File: src/rtl/block_motion_sched_pkg.sv
// motion_pkg: shared types and constants for the block motion scheduler.
//   state_t      - sweep FSM state encoding
//   NUM_OBJ      - number of moving objects
//   *_DEF        - default display geometry and derived motion limits
//   init_x()     - power-on X coordinate of object i
package motion_pkg;

  typedef enum logic [1:0] {
    ST_IDLE = 2'd0,
    ST_UPD  = 2'd1,
    ST_DONE = 2'd2
  } state_t;

  localparam int NUM_OBJ = 4;

  localparam logic [10:0] H_DISP_DEF  = 11'd1280;
  localparam logic [10:0] V_DISP_DEF  = 11'd720;
  localparam logic [10:0] SIDE_W_DEF  = 11'd40;
  localparam logic [10:0] BLOCK_W_DEF = 11'd40;

  localparam logic [10:0] XMIN_DEF = SIDE_W_DEF;
  localparam logic [10:0] XMAX_DEF = H_DISP_DEF - SIDE_W_DEF - BLOCK_W_DEF;
  localparam logic [10:0] YMIN_DEF = SIDE_W_DEF;
  localparam logic [10:0] YMAX_DEF = V_DISP_DEF - SIDE_W_DEF - BLOCK_W_DEF;

  // Objects start spaced 80 px apart along the top-left border.
  function automatic logic [10:0] init_x(input logic [10:0] side_w, input int i);
    return side_w + 11'(80 * i);
  endfunction

endpackage

File: src/rtl/block_motion_sched_axis_step.sv
// axis_step: one-axis bounce step, purely combinational.
//   pos, dir_neg, spd      - current coordinate, direction (1 = moving negative), speed
//   pos_min, pos_max       - travel limits
//   pos_next, dir_neg_next - coordinate/direction after one frame
module axis_step (
  input  logic [10:0] pos,
  input  logic        dir_neg,
  input  logic [3:0]  spd,
  input  logic [10:0] pos_min,
  input  logic [10:0] pos_max,
  output logic [10:0] pos_next,
  output logic        dir_neg_next
);

  logic [11:0] sum_up;
  logic [11:0] low_thresh;

  // 12-bit sums so pos+spd near the 11-bit ceiling cannot wrap.
  assign sum_up     = {1'b0, pos} + {8'b0, spd};
  assign low_thresh = {1'b0, pos_min} + {8'b0, spd};

  always_comb begin
    pos_next     = pos;
    dir_neg_next = dir_neg;
    // A stopped object holds even when parked on a limit.
    if (spd != 4'd0) begin
      if (!dir_neg) begin
        if (sum_up >= {1'b0, pos_max}) begin
          pos_next     = pos_max;
          dir_neg_next = 1'b1;
        end else begin
          pos_next = sum_up[10:0];
        end
      end else begin
        if ({1'b0, pos} <= low_thresh) begin
          pos_next     = pos_min;
          dir_neg_next = 1'b0;
        end else begin
          pos_next = pos - {7'b0, spd};
        end
      end
    end
  end

endmodule

File: src/rtl/block_motion_sched.sv
// block_motion_sched: once per frame, sweeps four bouncing square objects and
// steps each enabled one by its per-axis speed inside the screen border.
//   pixel_clk, sys_rst_n       - clock, async active-low reset
//   frame_start                - sweep trigger (start of vertical blanking)
//   cfg_we/cfg_addr/cfg_wdata  - per-object {enable, v speed, h speed}
//   pause (MOTION_PAUSE_EN)    - suppresses new sweeps while high
//   obj_x, obj_y, obj_valid    - packed positions (obj0 in LSBs), enables
//   busy, update_done, overrun - sweep status
// Optional feature macro: MOTION_PAUSE_EN adds the pause input.
//
// state   | meaning
// IDLE    | waiting for frame_start
// UPD     | stepping object idx, one object per cycle
// DONE    | sweep finished, update_done pulse
module block_motion_sched
  import motion_pkg::*;
#(
  parameter logic [10:0] H_DISP  = H_DISP_DEF,
  parameter logic [10:0] V_DISP  = V_DISP_DEF,
  parameter logic [10:0] SIDE_W  = SIDE_W_DEF,
  parameter logic [10:0] BLOCK_W = BLOCK_W_DEF
) (
  input  logic        pixel_clk,
  input  logic        sys_rst_n,
  input  logic        frame_start,
  input  logic        cfg_we,
  input  logic [1:0]  cfg_addr,
  input  logic [8:0]  cfg_wdata,
`ifdef MOTION_PAUSE_EN
  input  logic        pause,
`endif
  output logic [43:0] obj_x,
  output logic [43:0] obj_y,
  output logic [3:0]  obj_valid,
  output logic        busy,
  output logic        update_done,
  output logic        overrun
);

  localparam logic [10:0] XMIN = SIDE_W;
  localparam logic [10:0] XMAX = H_DISP - SIDE_W - BLOCK_W;
  localparam logic [10:0] YMIN = SIDE_W;
  localparam logic [10:0] YMAX = V_DISP - SIDE_W - BLOCK_W;

  state_t state, state_nxt;
  logic [1:0]  idx, idx_nxt;
  logic        overrun_q;
  logic        pause_i;
  logic        start;

  logic [10:0]        pos_x [NUM_OBJ];
  logic [10:0]        pos_y [NUM_OBJ];
  logic [NUM_OBJ-1:0] dneg_x, dneg_y;
  logic [3:0]         spd_x [NUM_OBJ];
  logic [3:0]         spd_y [NUM_OBJ];
  logic [NUM_OBJ-1:0] en;

  logic [10:0] nx, ny;
  logic        ndx, ndy;

`ifdef MOTION_PAUSE_EN
  assign pause_i = pause;
`else
  assign pause_i = 1'b0;
`endif

  assign start = frame_start & ~pause_i;

  // FSM
  always_ff @(posedge pixel_clk or negedge sys_rst_n) begin
    if (!sys_rst_n) begin
      state <= ST_IDLE;
      idx   <= 2'd0;
    end else begin
      state <= state_nxt;
      idx   <= idx_nxt;
    end
  end

  always_comb begin
    state_nxt   = state;
    idx_nxt     = idx;
    busy        = 1'b0;
    update_done = 1'b0;
    case (state)
      ST_IDLE: begin
        if (start) begin
          state_nxt = ST_UPD;
          idx_nxt   = 2'd0;
        end
      end
      ST_UPD: begin
        busy    = 1'b1;
        idx_nxt = idx + 2'd1;
        if (idx == 2'(NUM_OBJ - 1)) state_nxt = ST_DONE;
      end
      ST_DONE: begin
        busy        = 1'b1;
        update_done = 1'b1;
        state_nxt   = ST_IDLE;
      end
      default: begin
        state_nxt = ST_IDLE;
        idx_nxt   = 2'd0;
      end
    endcase
  end

  // frame_start during a sweep (including the DONE cycle) is dropped and flagged.
  always_ff @(posedge pixel_clk or negedge sys_rst_n) begin
    if (!sys_rst_n) overrun_q <= 1'b0;
    else            overrun_q <= frame_start & busy;
  end

  assign overrun = overrun_q;

  // Config registers; a write to the object being stepped lands after the
  // step has already used the old speeds.
  always_ff @(posedge pixel_clk or negedge sys_rst_n) begin
    if (!sys_rst_n) begin
      en <= 4'b0001;
      for (int i = 0; i < NUM_OBJ; i++) begin
        spd_x[i] <= 4'd1;
        spd_y[i] <= 4'd1;
      end
    end else if (cfg_we) begin
      en[cfg_addr]    <= cfg_wdata[8];
      spd_y[cfg_addr] <= cfg_wdata[7:4];
      spd_x[cfg_addr] <= cfg_wdata[3:0];
    end
  end

  // One stepper per axis, time-shared across objects through idx.
  axis_step u_step_x (
    .pos          (pos_x[idx]),
    .dir_neg      (dneg_x[idx]),
    .spd          (spd_x[idx]),
    .pos_min      (XMIN),
    .pos_max      (XMAX),
    .pos_next     (nx),
    .dir_neg_next (ndx)
  );

  axis_step u_step_y (
    .pos          (pos_y[idx]),
    .dir_neg      (dneg_y[idx]),
    .spd          (spd_y[idx]),
    .pos_min      (YMIN),
    .pos_max      (YMAX),
    .pos_next     (ny),
    .dir_neg_next (ndy)
  );

  always_ff @(posedge pixel_clk or negedge sys_rst_n) begin
    if (!sys_rst_n) begin
      dneg_x <= '0;
      dneg_y <= '0;
      for (int i = 0; i < NUM_OBJ; i++) begin
        pos_x[i] <= init_x(SIDE_W, i);
        pos_y[i] <= YMIN;
      end
    end else if (state == ST_UPD && en[idx]) begin
      pos_x[idx]  <= nx;
      pos_y[idx]  <= ny;
      dneg_x[idx] <= ndx;
      dneg_y[idx] <= ndy;
    end
  end

  always_comb begin
    obj_x = '0;
    obj_y = '0;
    for (int i = 0; i < NUM_OBJ; i++) begin
      obj_x[i*11 +: 11] = pos_x[i];
      obj_y[i*11 +: 11] = pos_y[i];
    end
  end

  assign obj_valid = en;

endmodule

File: config.mk
export PLATFORM = sky130hd
export DESIGN_NAME = block_motion_sched
export DESIGN_NICKNAME = d
export VERILOG_FILES = /design/src/rtl/block_motion_sched_pkg.sv /design/src/rtl/block_motion_sched_axis_step.sv /design/src/rtl/block_motion_sched.sv
export SDC_FILE = /design/constraint.sdc
export NUM_CORES = 1
export LEC_CHECK = 0
export BUFFER_PORTS_ARGS = -buffer_cell sky130_fd_sc_hd__buf_4
export CAP_MARGIN = 20
export CORE_ASPECT_RATIO = 0.6
export CORE_UTILIZATION = 59
export DETAILED_ROUTE_END_ITERATION = 16
export PLACE_DENSITY = 0.81
export SETUP_SLACK_MARGIN = 0.02
export SLEW_MARGIN = 10
export SYNTH_ARGS = -nofsm -noshare
export SYNTH_HDL_FRONTEND = slang
export SYNTH_SLANG_ARGS = --single-unit
File: constraint.sdc
create_clock -name pixel_clk -period 5.4 [get_ports pixel_clk]
set_input_delay 0.81 -clock pixel_clk [delete_from_list [all_inputs] [get_ports pixel_clk]]
set_output_delay 0.81 -clock pixel_clk [all_outputs]
set_load 0.02 [all_outputs]
==> results of run 1 <==
[registers in the layout, indices dropped and copies added, names as in the netlist]
name	flops
dneg_y	4
overrun	1
obj_x	44
dneg_x	4
obj_y	44
obj_valid	4
state	2
idx	2
spd_x	16
spd_y	16
[kinds of logic (layout without fill, tap and decap cells)]
group / count (synthesis) / after routing / synth area share, %
fa+ha+maj: 29 / 29 / 4.81
flops: 137 / 137 / 42.4
simple gates: 194 / 194 / 11.7
xor+xnor: 6 / 6 / 0.643
compound gates: 168 / 168 / 13.5
buf+inv: 70 / 188 / 4.04
mux: 131 / 131 / 22.8
[synthesized netlist by cell type (5+ instances only)]
cell      count  share of area (%)
inv_1        29                1.3
o22ai_1       9               0.69
and3_1       12               0.92
and2_1        8               0.61
clkbuf_1     21               0.97
o31ai_1       6               0.55
dfrtp_1     108                 33
buf_2        16               0.98
ha_1         25                3.8
dfstp_2      29                9.3
nand2_1      66                3.0
mux4_2       19                5.2
nand4_1       8               0.61
nor3_1        5               0.31
mux2_2       96                 13
a31oi_1      21                1.6
o211ai_1      5               0.46
a21oi_1      33                2.0
o21a_1        7               0.64
nor2_1       49                2.3
o21ai_0      30                1.8
o21ai_1       6               0.37
a21o_1       12                1.1
mux4_1       12                3.9
nand3_1      15               0.92
[routing by layer]
metal | GRT usage, % | vias up | part of all wire [%]
met3 | 10.1 | 27 | 12
met1 | 53.2 | 3467 | 45
met4 | 9.42 | 0 | 1.0
met5 | 0 | - | 0
met2 | 49.3 | 388 | 42
li1 | - | 2956 | -
[cell usage in the layout (no fill, tap or decap), drive strengths merged, types with 7 or more instances in the layout]
cell	Yosys	layout
buf	20	127
dfrtp	108	108
mux2	96	96
nand2	67	67
nor2	49	49
o21ai	38	38
inv	29	37
a21oi	34	34
mux4	31	31
dfstp	29	29
ha	25	25
a31oi	21	21
clkbuf	21	18
nand3	15	15
a21o	12	12
and3	12	12
o22ai	9	9
and2	9	9
nand4	8	8
o21a	7	7
[worst max-delay path, stage by stage (launching register included)]
cell,delay (ns)
dfrtp_2,0.72
buf_4,0.36
mux4_2,0.65
ha_1,0.36
nand2b_1,0.17
a221oi_1,0.51
nor2_1,0.15
or4b_1,0.53
a31o_2,0.29
nand3_1,0.23
a21oi_1,0.20
mux2_2,0.32
[per-stage QoR]
step	util, %	instances	hold WS [ns]
after floorplan	-	735	0.444
after global placement	69.1	990	0.466
after detailed placement	69.1	990	0.478
after CTS	73.8	1022	0.486
after global routing	74.0	1023	0.379
final	74.0	1023	0.350
[where the power goes]
part	leakage, nW	internal, W	total, W	switching [W]
registers	1.69	0.00141	0.00173	0.000321
clock network	0.297	0.000714	0.00122	0.000508
logic	2.46	0.00169	0.00430	0.00261
total	4.44	0.00381	0.00725	0.00344
[final cells by class]
| class | count | area, sq um | area share [%] |
|---|---|---|---|
| Sequential cell | 137 | 3470 | 35.6 |
| Tap cell | 170 | 213 | 2.18 |
| Inverter | 29 | 109 | 1.12 |
| Timing Repair Buffer | 127 | 966 | 9.92 |
| Multi-Input combinational cell | 528 | 4370 | 44.9 |
| Clock buffer | 18 | 439 | 4.51 |
| Clock inverter | 14 | 178 | 1.82 |
[final timing paths]
| check | from | endpoint | slack, ns |
|---|---|---|---|
| min | sys_rst_n | obj_x[38] | 0.35 |
| min in group pixel_clk | obj_y[3] | obj_y[3] | 0.49 |
| max in group asynchronous | sys_rst_n | obj_y[33] | 3.69 |
| max reg2reg | idx[0] | obj_x[35] | 0.78 |
| min reg2reg | obj_y[3] | obj_y[3] | 0.49 |
| max | idx[0] | obj_x[35] | 0.78 |
==> impl_metrics.ini, run 1 <==
[route]
drt_iter0_drc = 776
dr.pass1.iters = 5
avgViaCountPerCell = 6.68
vias = 6838
wirelength_mm = 24.5
wl_per_cell_microns = 23.9
route.detailed.drc = 0
ant_nets = 0

[clock_network]
post_cts_resized = 0
path_clk_slew_ns = 0.06
cts_buffers = 17
clockBufferDepth = 2
clk_latency_ns = 0.43
cts-root-buf = clkbuf_16
tritoncts = built
clock_sinks = 137
hold_buffers = 0
postCtsSetupRepairBufs = 0
htreeDepth = 4

[grt]
grt_pass1_wl_mm = 37.7
grt_start_max_net_pins = 85
gr-usage-all-layers_pct = 35.2
antenna_found_initial = 0
grt-ovfl-total = 0
grt_pass1_vias = 6591

[timing]
hold_viol = 0
fin_crit_sh_pct = 85.6
tightest_slew_ns = 0.779
slew_violations = 0
finalSetupViolCount = 0
period_minus_slack_ns = 4.62
fin_skew_ns = 0.0145
setup_slack_ns = 0.778
rsz0062_at_grt = no
fin_setup_tns_ns = 0
relSlewSlack_pct = 48.0
fmax_mhz = 216

[layout]
final_layout_size_suffix_gt1_share_pct = 37.9
area_delta_synth_final_pct = 19.3
nets = 884
antennaDiodeCount = 0
final_area_sq_um = 9740
fill_cells = 853

[power]
max-vdd-ir-drop_mv = 0.411
finalPower_w = 0.00725
power_density_nw_per_um2 = 745
leakage_nw = 4.44

[synthesis]
syn_nets = 779
synth-async-reset-ratio_pct = 100
synth_cell_types = 72
ys_ff_latch = 137
synth_edf_count = 0
ys_seq_area_share_pct = 42.4
synth_area_sq_um = 8170
ys_warn_count = 0
synthCells = 735
ys.flop_type = dfrtp_1
synth.avg_cell_area_sq_um = 11.1

[floorplanning]
placementRows = 32
die_area_sq_um = 14300
dieHeight_microns = 93.1
die_x_microns = 154
ios = 110
initial_core_util_pct = 62.0
core_sq_um = 13200

[placement]
portBuffers = 109
dp_hpwl_mm = 17.7
gp_congestion = 0.989
post-place-ws_ns = 0.858
place_area_sq_um = 9100

[critical_path]
critPathKind = flip-flop to flip-flop
critPathCaptureType = flip-flop
cp.arrival_ns = 4.93
required_ns = 5.70
critPathLaunchType = flip-flop
rr_worst_depth = 11
cp_max_fo = 15

[min_path]
holdCritPathClass = primary input to async pin

[run]
maxCapViolCount = 0

[outcome]
outcome = finished, final reports clean
Power figures use the tool's default switching activity.
==> run 2: changes to the inputs <==
Clock period 5.4 ns to 5 ns, I/O delays scaled along.
==> run 2 against run 1 <==
- setup slack worse by 0.30 ns
- sequential power increased by 8%
- clock power is 11% higher
- clock skew up 0.0022 ns
- clock-buffer cell count stayed put
- critical path depth is the same
==> impl_metrics.ini, run 2 (synthesis results as in run 1) <==
[outcome]
outcome = finished, final reports clean

[clock_network]
htreeDepth = 4
clockBufferDepth = 2
path_clk_slew_ns = 0.07
postCtsSetupRepairBufs = 0
cts_buffers = 17
clk_latency_ns = 0.42
post_cts_resized = 0
cts-root-buf = clkbuf_16
clock_sinks = 137
tritoncts = built
hold_buffers = 0

[critical_path]
slowest_stage = dfrtp_2
startpoint = idx[0]
cp_max_fo = 15
critPathKind = flip-flop to flip-flop
crit_family = multiplexers
cp.arrival_ns = 4.87
regToRegStartpoint = idx[0]
max_stage_delay_ns = 0.70
required_ns = 5.35
critPathCaptureType = flip-flop
r2r_slack_ns = 0.48
cp_cell_sequence = buf_4 -> mux4_2 -> ha_1 -> nand2b_1 -> a221oi_1 -> o21a_1 -> nand2_1 -> mux2i_1 -> nand3_1 -> a211oi_1 -> mux2_2
crit_buf_inv = 1
critPathLaunchType = flip-flop

[route]
wirelength_mm = 25.0
route.detailed.drc = 0
drt_iter0_drc = 935
avgViaCountPerCell = 6.85
ant_nets = 0
wl_per_cell_microns = 24.4
vias = 6991
dr.pass1.iters = 6

[grt]
grt_pass1_vias = 6670
antenna_found_initial = 0
grt_pass1_wl_mm = 38.7
grt_start_max_net_pins = 95
grt-ovfl-total = 0
gr-usage-all-layers_pct = 36.5

[floorplanning]
dieHeight_microns = 93.1
ios = 110
placementRows = 32
initial_core_util_pct = 62.0
die_x_microns = 154
core_sq_um = 13200
die_area_sq_um = 14300

[run]
maxCapViolCount = 0

[placement]
dp_hpwl_mm = 17.5
portBuffers = 109
place_area_sq_um = 9110
gp_congestion = 0.985

[layout]
fill_cells = 865
antennaDiodeCount = 0
layout_commonest_cell = buf_4
final_layout_size_suffix_gt1_share_pct = 37.7
register_area_sq_um = 3470
multi_input_area_sq_um = 4370
final_area_sq_um = 9750
layout_common_cells = 123 x buf_4, 107 x dfrtp_1, 96 x mux2_2
final_util_pct = 74.0
nets = 882
area_delta_synth_final_pct = 19.4

[timing]
tightest_slew_ns = 0.851
fmax_mhz = 221
rsz0062_at_grt = no
fin_crit_sh_pct = 90.4
hold_ws_ns = 0.367
fin_skew_ns = 0.0167
finalSetupViolCount = 0
slew_violations = 0
hold_viol = 0
fin_setup_tns_ns = 0
relSlewSlack_pct = 43.3
period_minus_slack_ns = 4.52

[min_path]
holdCritPathClass = primary input to async pin

[power]
leakage_nw = 4.44
max-vdd-ir-drop_mv = 0.443
power_density_nw_per_um2 = 815
## run 2: changes by cell type in the layout (fill, tap and decap cells not counted), sizes merged
cell	previous run	this run
buf	127	125
bufinv	2	3
clkinv	2	1
clkinvlp	2	1
inv	37	38
## run 2: worst paths after layout
check,endpoint,cells past startpoint
min in group pixel_clk,obj_y[36],2
worst max-delay path,obj_x[23],11
max in group asynchronous,spd_x[4],2
worst min-delay path,obj_x[18],1
worst min register to register,obj_y[36],2
worst max register to register,obj_x[23],11
## run 2: final cells by class
class                   count  share of cell area (%)
multi-input cells         528                    44.8
flip-flops and latches    137                    35.5
clock inverters            14                    2.03
clock buffers              18                    4.50
repair buffers            125                    9.79
well taps                 170                    2.18
inverters                  29                    1.12
## run 2: metal layers
metal / part of all wire (%) / GRT usage, % / vias up / wire length (microns)
li1: - / - / 2940 / -
met1: 43 / 53.4 / 3469 / 10800
met2: 40 / 49.4 / 517 / 10000
met3: 14 / 14.5 / 65 / 3580
met4: 2.1 / 10.6 / 0 / 512
met5: 0 / 0 / - / 0
## run 2: worst reg2reg max path, stage by stage, from the launching register on
cell      delay (ns)
dfrtp_2         0.70
buf_4           0.32
mux4_2          0.64
ha_1            0.36
nand2b_1        0.17
a221oi_1        0.48
o21a_1          0.24
nand2_1         0.11
mux2i_1         0.38
nand3_1         0.33
a211oi_1        0.48
mux2_2          0.25
## run 2: report_power, final
group / leakage [nW] / switching [W] / internal (W)
Sequential: 1.69 / 0.000342 / 0.00152
Clock: 0.312 / 0.000537 / 0.000823
Combinational: 2.45 / 0.00289 / 0.00184
## run 2: through the flow
| stage | cells | total power, W | setup WS, ns |
|---|---|---|---|
| floorplan | 735 | 0.00484 | 0.871 |
| global placement | 989 | 0.00620 | 0.666 |
| detailed placement | 989 | 0.00633 | 0.620 |
| CTS | 1021 | 0.00778 | 0.575 |
| global route | 1021 | 0.00830 | 0.234 |
| finish | 1021 | 0.00795 | 0.480 |
==> run 3: changes to the inputs <==
Settings changed: ABC_AREA set to 1.
==> run 3 against run 2 <==
- final cell count up 47%
- cell area increased by 2.3%
- register-to-register slack better by 0.57 ns
- clock power fell by 11%
- die area rose by 4.4%
- clock-buffer cell count did not move
- hold slack got worse by 0.050 ns
- sequential cell count did not move
- sequential share of layout area shrank 0.79 points
- maximum frequency rose by 14%
- critical endpoint is now obj_x[27]
==> impl_metrics.ini, run 3 <==
[synthesis]
ys_seq_area_share_pct = 40.6
syn_nets = 1246
synth_area_leader_cell = dfrtp_1
synth_fa_ha_area_share_pct = 4.60
yosys.area_share.simple_pct = 37.4
ys_ff_latch = 137
synthMuxAreaShare_pct = 0
synth.most_common_cell = nand2_1
synth_top_family_by_area = simple AND/OR/NAND/NOR gates
synthTopCellsByArea = dfrtp_1 32%, nand2_1 22%, dfstp_2 8.9%
synth_cell_types = 44
synth-async-reset-ratio_pct = 100
ys_warn_count = 0
synth.avg_cell_area_sq_um = 7.10
synthCells = 1202
synthTopCellsByCount = 499 x nand2_1, 137 x nand3_1, 108 x dfrtp_1
synth_area_sq_um = 8530
synth_xor_area_share_pct = 0.718
synth_compound_area_share_pct = 9.34
synth_top_area_share_pct = 31.7
synth_edf_count = 0
ys.flop_type = dfrtp_1

[route]
wl_per_cell_microns = 17.3
route.detailed.drc = 0
avgViaCountPerCell = 5.68
ant_nets = 0
wirelength_mm = 25.9
drt_iter0_drc = 1003
vias = 8505
dr.pass1.iters = 6

[critical_path]
cp_max_fo = 59
critPathCaptureType = flip-flop
r2r-end = obj_x[27]
rr_worst_depth = 20
r2r_slack_ns = 1.05
critPathLaunchType = flip-flop
required_ns = 5.32
critPathKind = flip-flop to flip-flop
regToRegStartpoint = idx[0]
cp.arrival_ns = 4.27

[layout]
antennaDiodeCount = 0
nets = 1337
layout_common_cells = 499 x nand2_1, 137 x nand3_1, 118 x buf_4
final_util_pct = 71.9
instances_no_fill = 1498
area_delta_synth_final_pct = 16.8
fill_cells = 1154
layout_commonest_cell = nand2_1
final_layout_size_suffix_gt1_share_pct = 19.1

[clock_network]
clockBufferDepth = 2
clk_latency_ns = 0.43
clock_sinks = 137
tritoncts = built
htreeDepth = 4
path_clk_slew_ns = 0.07
hold_buffers = 0
cts-root-buf = clkbuf_16
postCtsSetupRepairBufs = 0
cts_buffers = 17
post_cts_resized = 0

[floorplanning]
core_sq_um = 13900
die_area_sq_um = 15000
placementRows = 33
die_x_microns = 157
dieHeight_microns = 95.2
ios = 110
initial_core_util_pct = 61.5

[grt]
grt_pass1_vias = 7743
grt_pass1_wl_mm = 41.3
antenna_found_initial = 0
gr-usage-all-layers_pct = 36.4
grt_start_max_net_pins = 69
grt-ovfl-total = 0

[timing]
fin_crit_sh_pct = 79.0
hold_viol = 0
rsz0062_at_grt = no
finalSetupViolCount = 0
period_minus_slack_ns = 3.95
fin_skew_ns = 0.0139
fin_setup_tns_ns = 0
setup_slack_ns = 1.05
tightest_slew_ns = 1.10
slew_violations = 0
fmax_mhz = 253
relSlewSlack_pct = 26.4

[min_path]
holdCritPathClass = primary input to async pin

[power]
max-vdd-ir-drop_mv = 0.586
power_density_nw_per_um2 = 835
leakage_nw = 5.35

[placement]
post-place-ws_ns = 1.14
dp_hpwl_mm = 17.3
portBuffers = 109
gp_congestion = 0.977
dp_cells = 1465

[run]
maxCapViolCount = 0

[outcome]
outcome = finished, final reports clean
-- run 3: critical path, stage by stage (launching register included) --
cell     delay (ns)
dfrtp_2        0.99
inv_6          0.40
nand2_1        0.14
nand3_1        0.07
and2_1         0.19
ha_1           0.24
fa_1           0.42
nand3_1        0.10
nand2_1        0.12
nand3_1        0.14
nor2_2         0.06
nand2_1        0.08
nand2_1        0.05
nor2_1         0.14
nand3_2        0.12
nand2_2        0.15
nand2_1        0.10
nand2_1        0.08
nand2_2        0.09
nand2_1        0.07
nand2_1        0.06
-- run 3: per-stage QoR --
stage / area [sq um] / total power [W] / hold slack, ns
detailed placement: 9390 / 0.00694 / 0.468
global route: 9970 / 0.00897 / 0.365
global placement: 9390 / 0.00686 / 0.465
CTS: 9940 / 0.00818 / 0.333
floorplan: 8530 / 0.00551 / 0.449
finish: 9970 / 0.00832 / 0.317
-- run 3: layout make-up --
| cell class | count | area [sq um] | share of cell area, % |
|---|---|---|---|
| clock buffer | 18 | 429 | 4.30 |
| clock inverter | 14 | 126 | 1.27 |
| inverter | 91 | 347 | 3.48 |
| multi-input combinational | 926 | 4440 | 44.5 |
| sequential | 137 | 3470 | 34.8 |
| tap | 192 | 240 | 2.41 |
| timing repair buffer | 120 | 925 | 9.27 |
-- run 3: metal layers --
layer	track usage, %	wire (microns)
met5	0	0
met4	10.7	340
met3	8.09	2890
met2	52.7	10900
met1	54.1	11800
-- run 3: logic make-up (layout without fill, tap and decap cells) --
group	Yosys count	count (layout)
compound gates	138	138
xor+xnor	7	7
fa+ha+maj	29	29
buf+inv	139	243
flops	137	137
simple gates	752	752
-- run 3: worst max path at each step --
stage | from | end | slack (ns) | cells after the start
floorplan | idx[0] | obj_y[0] | 1.64 | 27
global placement | idx[0] | obj_y[11] | 1.19 | 21
global route | idx[0] | obj_x[11] | 0.67 | 18
detailed placement | idx[0] | obj_x[27] | 1.14 | 20
finish | idx[0] | obj_x[27] | 1.05 | 20
CTS | idx[0] | dneg_y[0] | 1.13 | 19
-- run 3: report_power, final --
group | leakage, nW | internal (W) | switching, W
clock | 0.271 | 0.000654 | 0.000560
sequential | 1.73 | 0.00149 | 0.000325
combinational | 3.35 | 0.00171 | 0.00358
total | 5.35 | 0.00386 | 0.00446
